==> config.mk <==
export PLATFORM = sky130hd
export DESIGN_NAME = wb_regfile
export DESIGN_NICKNAME = d
export VERILOG_FILES = /design/src/rtl/wb_regfile.sv
export SDC_FILE = /design/constraint.sdc
export NUM_CORES = 1
export LEC_CHECK = 0
export CORE_MARGIN = 4
export CORE_UTILIZATION = 28
export CTS_CLUSTER_DIAMETER = 60
export DETAILED_ROUTE_END_ITERATION = 8
export MAX_ROUTING_LAYER = met4
export PLACE_DENSITY = 0.48
export REMOVE_ABC_BUFFERS = 1
export SLEW_MARGIN = 5
export SYNTH_ARGS = -nofsm -noshare
export SYNTH_HDL_FRONTEND = slang
export SYNTH_SLANG_ARGS = --single-unit
==> constraint.sdc <==
create_clock -name clk -period 2.15 [get_ports clk]
set_input_delay 0.5375 -clock clk [delete_from_list [all_inputs] [get_ports clk]]
set_output_delay 0.5375 -clock clk [all_outputs]
set_load 0.02 [all_outputs]
==> src/rtl/wb_regfile.sv <==
// wb_regfile: write-back register file for the single-cycle datapath.
// NUM_REGS x DATA_WIDTH storage, two combinational read ports, one
// synchronous write port, sticky err flag for X/Z on the write controls.
// Optional macro WB_REGFILE_BYPASS_EN adds a same-cycle write-to-read
// bypass on both read ports; undefined, reads show stored state only.

// One storage register; reset has priority over the write strobe.
module wb_regfile_cell #(
    parameter int DATA_WIDTH = 16
) (
    input  logic                  clk,
    input  logic                  rst,
    input  logic                  i_we,
    input  logic [DATA_WIDTH-1:0] i_d,
    output logic [DATA_WIDTH-1:0] o_q
);

    logic [DATA_WIDTH-1:0] r_q;

    // Clear on reset, otherwise capture write data when strobed.
    always_ff @(posedge clk) begin
        if (rst)
            r_q <= '0;
        else if (i_we)
            r_q <= i_d;
    end

    assign o_q = r_q;

endmodule

module wb_regfile #(
    parameter int DATA_WIDTH = 16,
    parameter int NUM_REGS   = 8,   // power of two
    parameter int SEL_WIDTH  = 3    // log2(NUM_REGS)
) (
    input  logic                  clk,
    input  logic                  rst,
    input  logic [SEL_WIDTH-1:0]  read1RegSel,
    input  logic [SEL_WIDTH-1:0]  read2RegSel,
    input  logic [SEL_WIDTH-1:0]  writeRegSel,
    input  logic [DATA_WIDTH-1:0] writeData,
    input  logic                  writeEn,
    output logic [DATA_WIDTH-1:0] read1Data,
    output logic [DATA_WIDTH-1:0] read2Data,
    output logic                  err
);

    logic [NUM_REGS-1:0][DATA_WIDTH-1:0] w_regs;
    logic [NUM_REGS-1:0]                 w_cell_we;
    logic                                w_err_evt;
    logic                                r_err;

    // Per-register write enable from the decoded write select, plus storage.
    for (genvar g = 0; g < NUM_REGS; g++) begin : g_reg
        assign w_cell_we[g] = writeEn && (writeRegSel == SEL_WIDTH'(g));

        wb_regfile_cell #(
            .DATA_WIDTH (DATA_WIDTH)
        ) u_cell (
            .clk  (clk),
            .rst  (rst),
            .i_we (w_cell_we[g]),
            .i_d  (writeData),
            .o_q  (w_regs[g])
        );
    end

`ifdef WB_REGFILE_BYPASS_EN
    logic w_byp1;
    logic w_byp2;

    // Forward the in-flight write to any port reading the same index.
    assign w_byp1    = writeEn && !rst && (read1RegSel == writeRegSel);
    assign w_byp2    = writeEn && !rst && (read2RegSel == writeRegSel);
    assign read1Data = w_byp1 ? writeData : w_regs[read1RegSel];
    assign read2Data = w_byp2 ? writeData : w_regs[read2RegSel];
`else
    // Reads reflect stored state only; a write is visible after its edge.
    assign read1Data = w_regs[read1RegSel];
    assign read2Data = w_regs[read2RegSel];
`endif

    // X/Z on the write controls is only observable in 4-state simulation;
    // hardware sees clean levels, so the event is constant 0 there.
`ifndef SYNTHESIS
    assign w_err_evt = $isunknown(writeEn) ||
                       ((writeEn === 1'b1) && $isunknown(writeRegSel));
`else
    assign w_err_evt = 1'b0;
`endif

    // Sticky error flag, cleared only by reset.
    always_ff @(posedge clk) begin
        if (rst)
            r_err <= 1'b0;
        else if (w_err_evt)
            r_err <= 1'b1;
    end

    assign err = r_err;

endmodule

==> impl_summary.md <==
Layout
The fraction of the core area covered by cells at the end of the flow is 38.40%. The net count of the finished layout is 827. The ratio of cells with drive above 1 in the final layout is 31.57%.

The multi-input logic area is 3730 um2. The most frequent standard cell in the layout excluding fill and tap cells is sky130_fd_sc_hd__nand2_1. The register with the most flip-flops in the layout has 128 of them. The area used by sequential logic in the layout is 2562 um2.

After the flow finishes, the layout carries non-filler instances totaling 1,135. The synthesis-to-layout area growth is 35.49%. In the layout the commonest cells are sky130_fd_sc_hd__nand2_1, sky130_fd_sc_hd__a21oi_1, sky130_fd_sc_hd__dfxtp_1. The repair_antennas step left the layout with diodes totalling 0. After filler insertion, the fill cell instance count of the layout stands at 2,423.

CTS
The longest clock path from root to sink contains 2 buffers. For this design, the CTS-stage hold fixing added 0 buffers. The sink count of the clock tree is 128. The clock tree synthesis step divided the H-tree into 4 levels. TritonCTS built the clock tree.

After clock tree synthesis, the clock-pin slew on the worst setup and hold paths is 0.06 ns. The cell at the root of the clock tree is sky130_fd_sc_hd__clkbuf_16. The clock insertion delay at the later pin of the skew report is 0.42 ns. Buffers inserted during clock tree synthesis total 17.

Setup path
The arrival time at the worst endpoint is 1.83 ns. The element type at the critical path end is a primary output. The critical path goes through buf_12 > buf_12 > buf_12 > mux4_2 > mux2_4 > buf_6. The slowest stage of the critical path belongs to the cell sky130_fd_sc_hd__mux4_2. The critical path's most frequent cell is sky130_fd_sc_hd__buf_12. The critical path required time is 1.61 ns.

The category of cells accounting for the largest share of critical-path delay is multiplexers. The class of the most critical setup path is in2out. STA classifies the critical path startpoint as a primary input. The biggest cell delay along the critical path is 0.50 ns. Counting both buffers and inverters, the worst setup path holds a total of 4. In this run the worst path has a maximum fanout of 7.

Synthesis
The count of unique library cells instantiated by Yosys is 22. In this run the cell area of the synthesized design comes to 6872 um2. After synthesis the netlist holds a flip-flop and latch count of 128.

The cell count after synthesis came out at 707. The average footprint of a synthesized cell is 9.719 um2. The Yosys step of the flow raised 0 warnings. The share of synthesized area occupied by flip-flops and latches is 37.29%.

STA
Setup violations remaining at the end of the flow were counted as 32. The number of max-slew violations in the final report is 0. The clock period minus worst slack is 2.368 ns. The worst setup slack after layout is -0.2179 ns. Setup repair after global routing could not meet its margin everywhere. The top achievable clock speed is 0.4223 GHz. The number of hold violations in the final report is 0. Clock skew on the completed layout was measured at 0 ns. The setup TNS after final layout is -4.513 ns. Of the available clock period, the critical path in the final layout requires 110.1%.

Floorplanning
From left edge to right edge, the die measures 164.7 um. The starting density of the core is 28.34%. The die span in y is 164.7 um. The floorplan step defined a die boundary enclosing 27,110 um2.

In this run the count of I/O pins placed on the die edge is 61. The placement row count is 57. The area of the core region is 24,250 um2.

Power
The leakage power of the design is 3.420 nW. The total power consumption of the routed design is 0.006209 W. The maximum resistive drop on vdd is 0.4686 mV.

For this design the ratio of total power to cell area is 666.9 nW/um2.

Run status
The flow ran to the end, but the final reports show violations. The final reports fail on negative setup slack.

Placement
The HPWL after detailed placement is 12,930 um. Before CTS, the worst setup slack after placement is -0.7244 ns. The placed cell count is 1,059. The number of buffer cells added on primary ports is 59. At the end of routability-driven placement, the weighted congestion stood at 0.7556.

GRT
The global-route usage over all layers is 17.63%. The via count of the first global-routing pass came to 5,324. Entering global routing, the biggest net connects 36 pins.

The aggregate global routing overflow is 0. The initial antenna violation count is 0. The first global-routing pass estimated 34,330 um of wire.

Detailed routing
The average detailed-routed wire length per instance is 20.03 um. The total iterations of the first detailed-routing run is 5. The detail-routed via count per cell is 4.955. After the first detailed-routing iteration, the DRC count stood at 569. For this run, design rule violations remaining after detail routing come to 0.

Summed over all layers, the routed wires come to 22,740 um. In this run the remaining antenna-violating nets after routing total 0. The detailed router placed 5,624 vias in this run.

Run
Across the run, the number of max-cap violations was 0.

Min path
The kind of path behind the tightest hold check is reg2reg.
==> kinds of logic (layout without fill, tap and decap cells) <==
group | after synthesis | after routing | synth area share [%]
and+or+nand+nor | 272 | 272 | 16.55
AOI/OAI and AO/OA | 128 | 128 | 9.323
DFF | 128 | 128 | 37.29
muxes | 96 | 96 | 28.79
buffers and inverters | 82 | 186 | 7.994
other | 1 | 1 | 0.05457
==> cell usage after synthesis, drive strengths merged <==
| cell | count | share of area [%] |
|---|---|---|
| nor4b | 1 | 0.35 |
| dfxtp | 128 | 37 |
| mux2 | 32 | 5.2 |
| and4bb | 3 | 0.55 |
| conb | 1 | 0.055 |
| or4b | 1 | 0.15 |
| mux4 | 64 | 24 |
| clkbuf | 33 | 1.9 |
| and4b | 3 | 0.44 |
| a21oi | 128 | 9.3 |
| nand4 | 1 | 0.091 |
| nand2 | 256 | 14 |
| nand4b | 3 | 0.38 |
| and4 | 1 | 0.13 |
| buf | 49 | 6.0 |
| nand4bb | 3 | 0.49 |
==> per-layer routing <==
metal  vias up  track usage, %  share of wire, %
met2       192           26.57                46
li1       2653               -                 -
met4         0           4.234               1.3
met5         -               -                 0
met3        26           2.945               5.8
met1      2753           24.89                47
==> final timing paths <==
| kind | from | slack, ns | cells after the start | end |
|---|---|---|---|---|
| worst max-delay path | read2RegSel[0] | -0.22 | 6 | read2Data[1] |
| worst min-delay path | g_reg[1].u_cell.o_q[11]$_SDFFE_PP0P_ | 0.46 | 2 | g_reg[1].u_cell.o_q[11]$_SDFFE_PP0P_ |
| worst max register to register | g_reg[7].u_cell.o_q[5]$_SDFFE_PP0P_ | 1.49 | 2 | g_reg[7].u_cell.o_q[5]$_SDFFE_PP0P_ |
| worst min register to register | g_reg[1].u_cell.o_q[11]$_SDFFE_PP0P_ | 0.46 | 2 | g_reg[1].u_cell.o_q[11]$_SDFFE_PP0P_ |
==> worst reg2reg max path, delay by kind of cell (launching register included) <==
kind	cells	cell delay [ns]
AND/OR/NAND/NOR	1	0.08
AO/OA/AOI/OAI	1	0.15
flip-flops	1	0.36
==> where the power goes <==
group          internal (W)  switching [W]
clock network       0.00181        0.00110
registers           0.00242      0.0000369
logic              0.000445       0.000394
==> stage by stage <==
stage | hold WS (ns) | cell area [um2]
floorplan | 0.4337 | 6322
global placement | 0.4497 | 7979
detailed placement | 0.4574 | 7979
CTS | 0.4654 | 9175
global route | 0.4861 | 9310
finish | 0.4615 | 9310
==> area by class of cell <==
cell class,instances,area share [%]
clock buffers,17,4.569
clock inverters,14,1.801
repair buffers,155,21.69
well taps,324,4.354
flip-flops and latches,128,27.52
multi-input cells,497,40.06
==> repair_timing <==
| action | CTS | global route |
|---|---|---|
| buffers inserted | 31 | 7 |
| hold endpoints to repair | 0 | 0 |
| setup endpoints to repair | 32 | 32 |
| gates cloned | 7 | 1 |
| gates resized for setup | 278 | 38 |
Note: power is estimated with default switching activity, not from simulation.
==> variant, RTL diff (config.mk and constraints unchanged) <==
`SEL_WIDTH`: 3 -> 4.
--- a/src/rtl/wb_regfile.sv
+++ b/src/rtl/wb_regfile.sv
@@ -33,5 +33,5 @@
     parameter int DATA_WIDTH = 16,
     parameter int NUM_REGS   = 8,   // power of two
-    parameter int SEL_WIDTH  = 3    // log2(NUM_REGS)
+    parameter int SEL_WIDTH  = 4    // log2(NUM_REGS)
 ) (
     input  logic                  clk,
Interface: changed (resized read1RegSel, read2RegSel and writeRegSel); port bits go from 61 to 64. The function was not compared with the original's and may differ.
==> variant against the original RTL <==
- the run still ends with negative setup slack left
- power increased by 2.8%
- fmax up 0.76%
- utilization down 0.31 points
- sequential cell count unchanged
- largest power group unchanged
- count of clock-buffer cells in the layout increased by 5
- cell count down 11%
- area after synthesis is 5.0% higher
- worst hold slack improved by 0.028 ns
- cell area is 3.3% higher
- highest routed layer unchanged
- critical path type unchanged
- non-clock buffer count shrank 24
- wire length down 5.6%
- worst setup slack improved by 0.018 ns
==> variant: results <==
{
  "r2r_cells": 3,
  "grt_use_met3": 0.0241,
  "portBuffers": 60,
  "critPathArrivalTime_ns": 1.81,
  "clk_share": 0.0691,
  "seq_share": 0.266,
  "yosys-mux-area-fraction": 0.453,
  "n_fill_cell": 2456,
  "avgRoutedWirePerCell_um": 21.4,
  "grt_pass1_vias": 5127,
  "ys_top_cells_by_area": "dfxtp_1, mux4_1, mux2i_1",
  "p_leak_nw": 4.29,
  "dp_hpwl_um": 12300,
  "num-clock-buffers": 22,
  "worstReg2RegStart": "g_reg[1].u_cell.o_q[10]$_SDFFE_PP0P_",
  "cp-endpoint": "read1Data[1]",
  "place.gp.congestion": 0.762,
  "crit_fanout": 5,
  "syn_inst": 575,
  "fin_ws_ns": -0.200,
  "dp.cells": 938,
  "report.final.setup_viol": 32,
  "grtUsageMet1": 0.206,
  "outcome": "finished, violations left",
  "final-instance-count-excl-fill": 1005,
  "dp_slack_ns": -0.753,
  "violations": "negative setup slack"
}
[variant: cell count changes in the layout (fill, tap and decap cells not counted), sizes merged, moves of 3 or more]
cell,delta
a21oi,-128
and4b,-3
and4bb,-3
buf,-24
clkbuf,+4
clkinvlp,-4
mux2i,+128
nand2,-250
nand2b,+144
nand4b,-3
nand4bb,-3
[variant: timing repair]
item                       in CTS  in global routing
resized for setup             304                 16
setup endpoints to repair      32                 32
hold endpoints to repair        0                  0
setup buffers                  24                  4
gates cloned                   11                  0
[variant: where the power goes]
group / switching (W) / leakage, nW / internal, W / total (W)
sequential: 0.0000242 / 1.03 / 0.00240 / 0.00243
clock: 0.00107 / 0.322 / 0.00218 / 0.00324
combinational: 0.000308 / 2.94 / 0.000407 / 0.000715
total: 0.00140 / 4.29 / 0.00499 / 0.00639
[variant: how the worst min path moves through the flow]
stage | start | endpoint | slack (ns) | cells after the start
finish | g_reg[0].u_cell.o_q[15]$_SDFFE_PP0P_ | g_reg[0].u_cell.o_q[15]$_SDFFE_PP0P_ | 0.49 | 2
global route | g_reg[7].u_cell.o_q[7]$_SDFFE_PP0P_ | g_reg[7].u_cell.o_q[7]$_SDFFE_PP0P_ | 0.51 | 2
CTS | g_reg[6].u_cell.o_q[8]$_SDFFE_PP0P_ | g_reg[6].u_cell.o_q[8]$_SDFFE_PP0P_ | 0.49 | 2
detailed placement | g_reg[3].u_cell.o_q[7]$_SDFFE_PP0P_ | g_reg[3].u_cell.o_q[7]$_SDFFE_PP0P_ | 0.47 | 2
global placement | g_reg[1].u_cell.o_q[2]$_SDFFE_PP0P_ | g_reg[1].u_cell.o_q[2]$_SDFFE_PP0P_ | 0.46 | 2
floorplan | g_reg[2].u_cell.o_q[12]$_SDFFE_PP0P_ | g_reg[2].u_cell.o_q[12]$_SDFFE_PP0P_ | 0.45 | 2
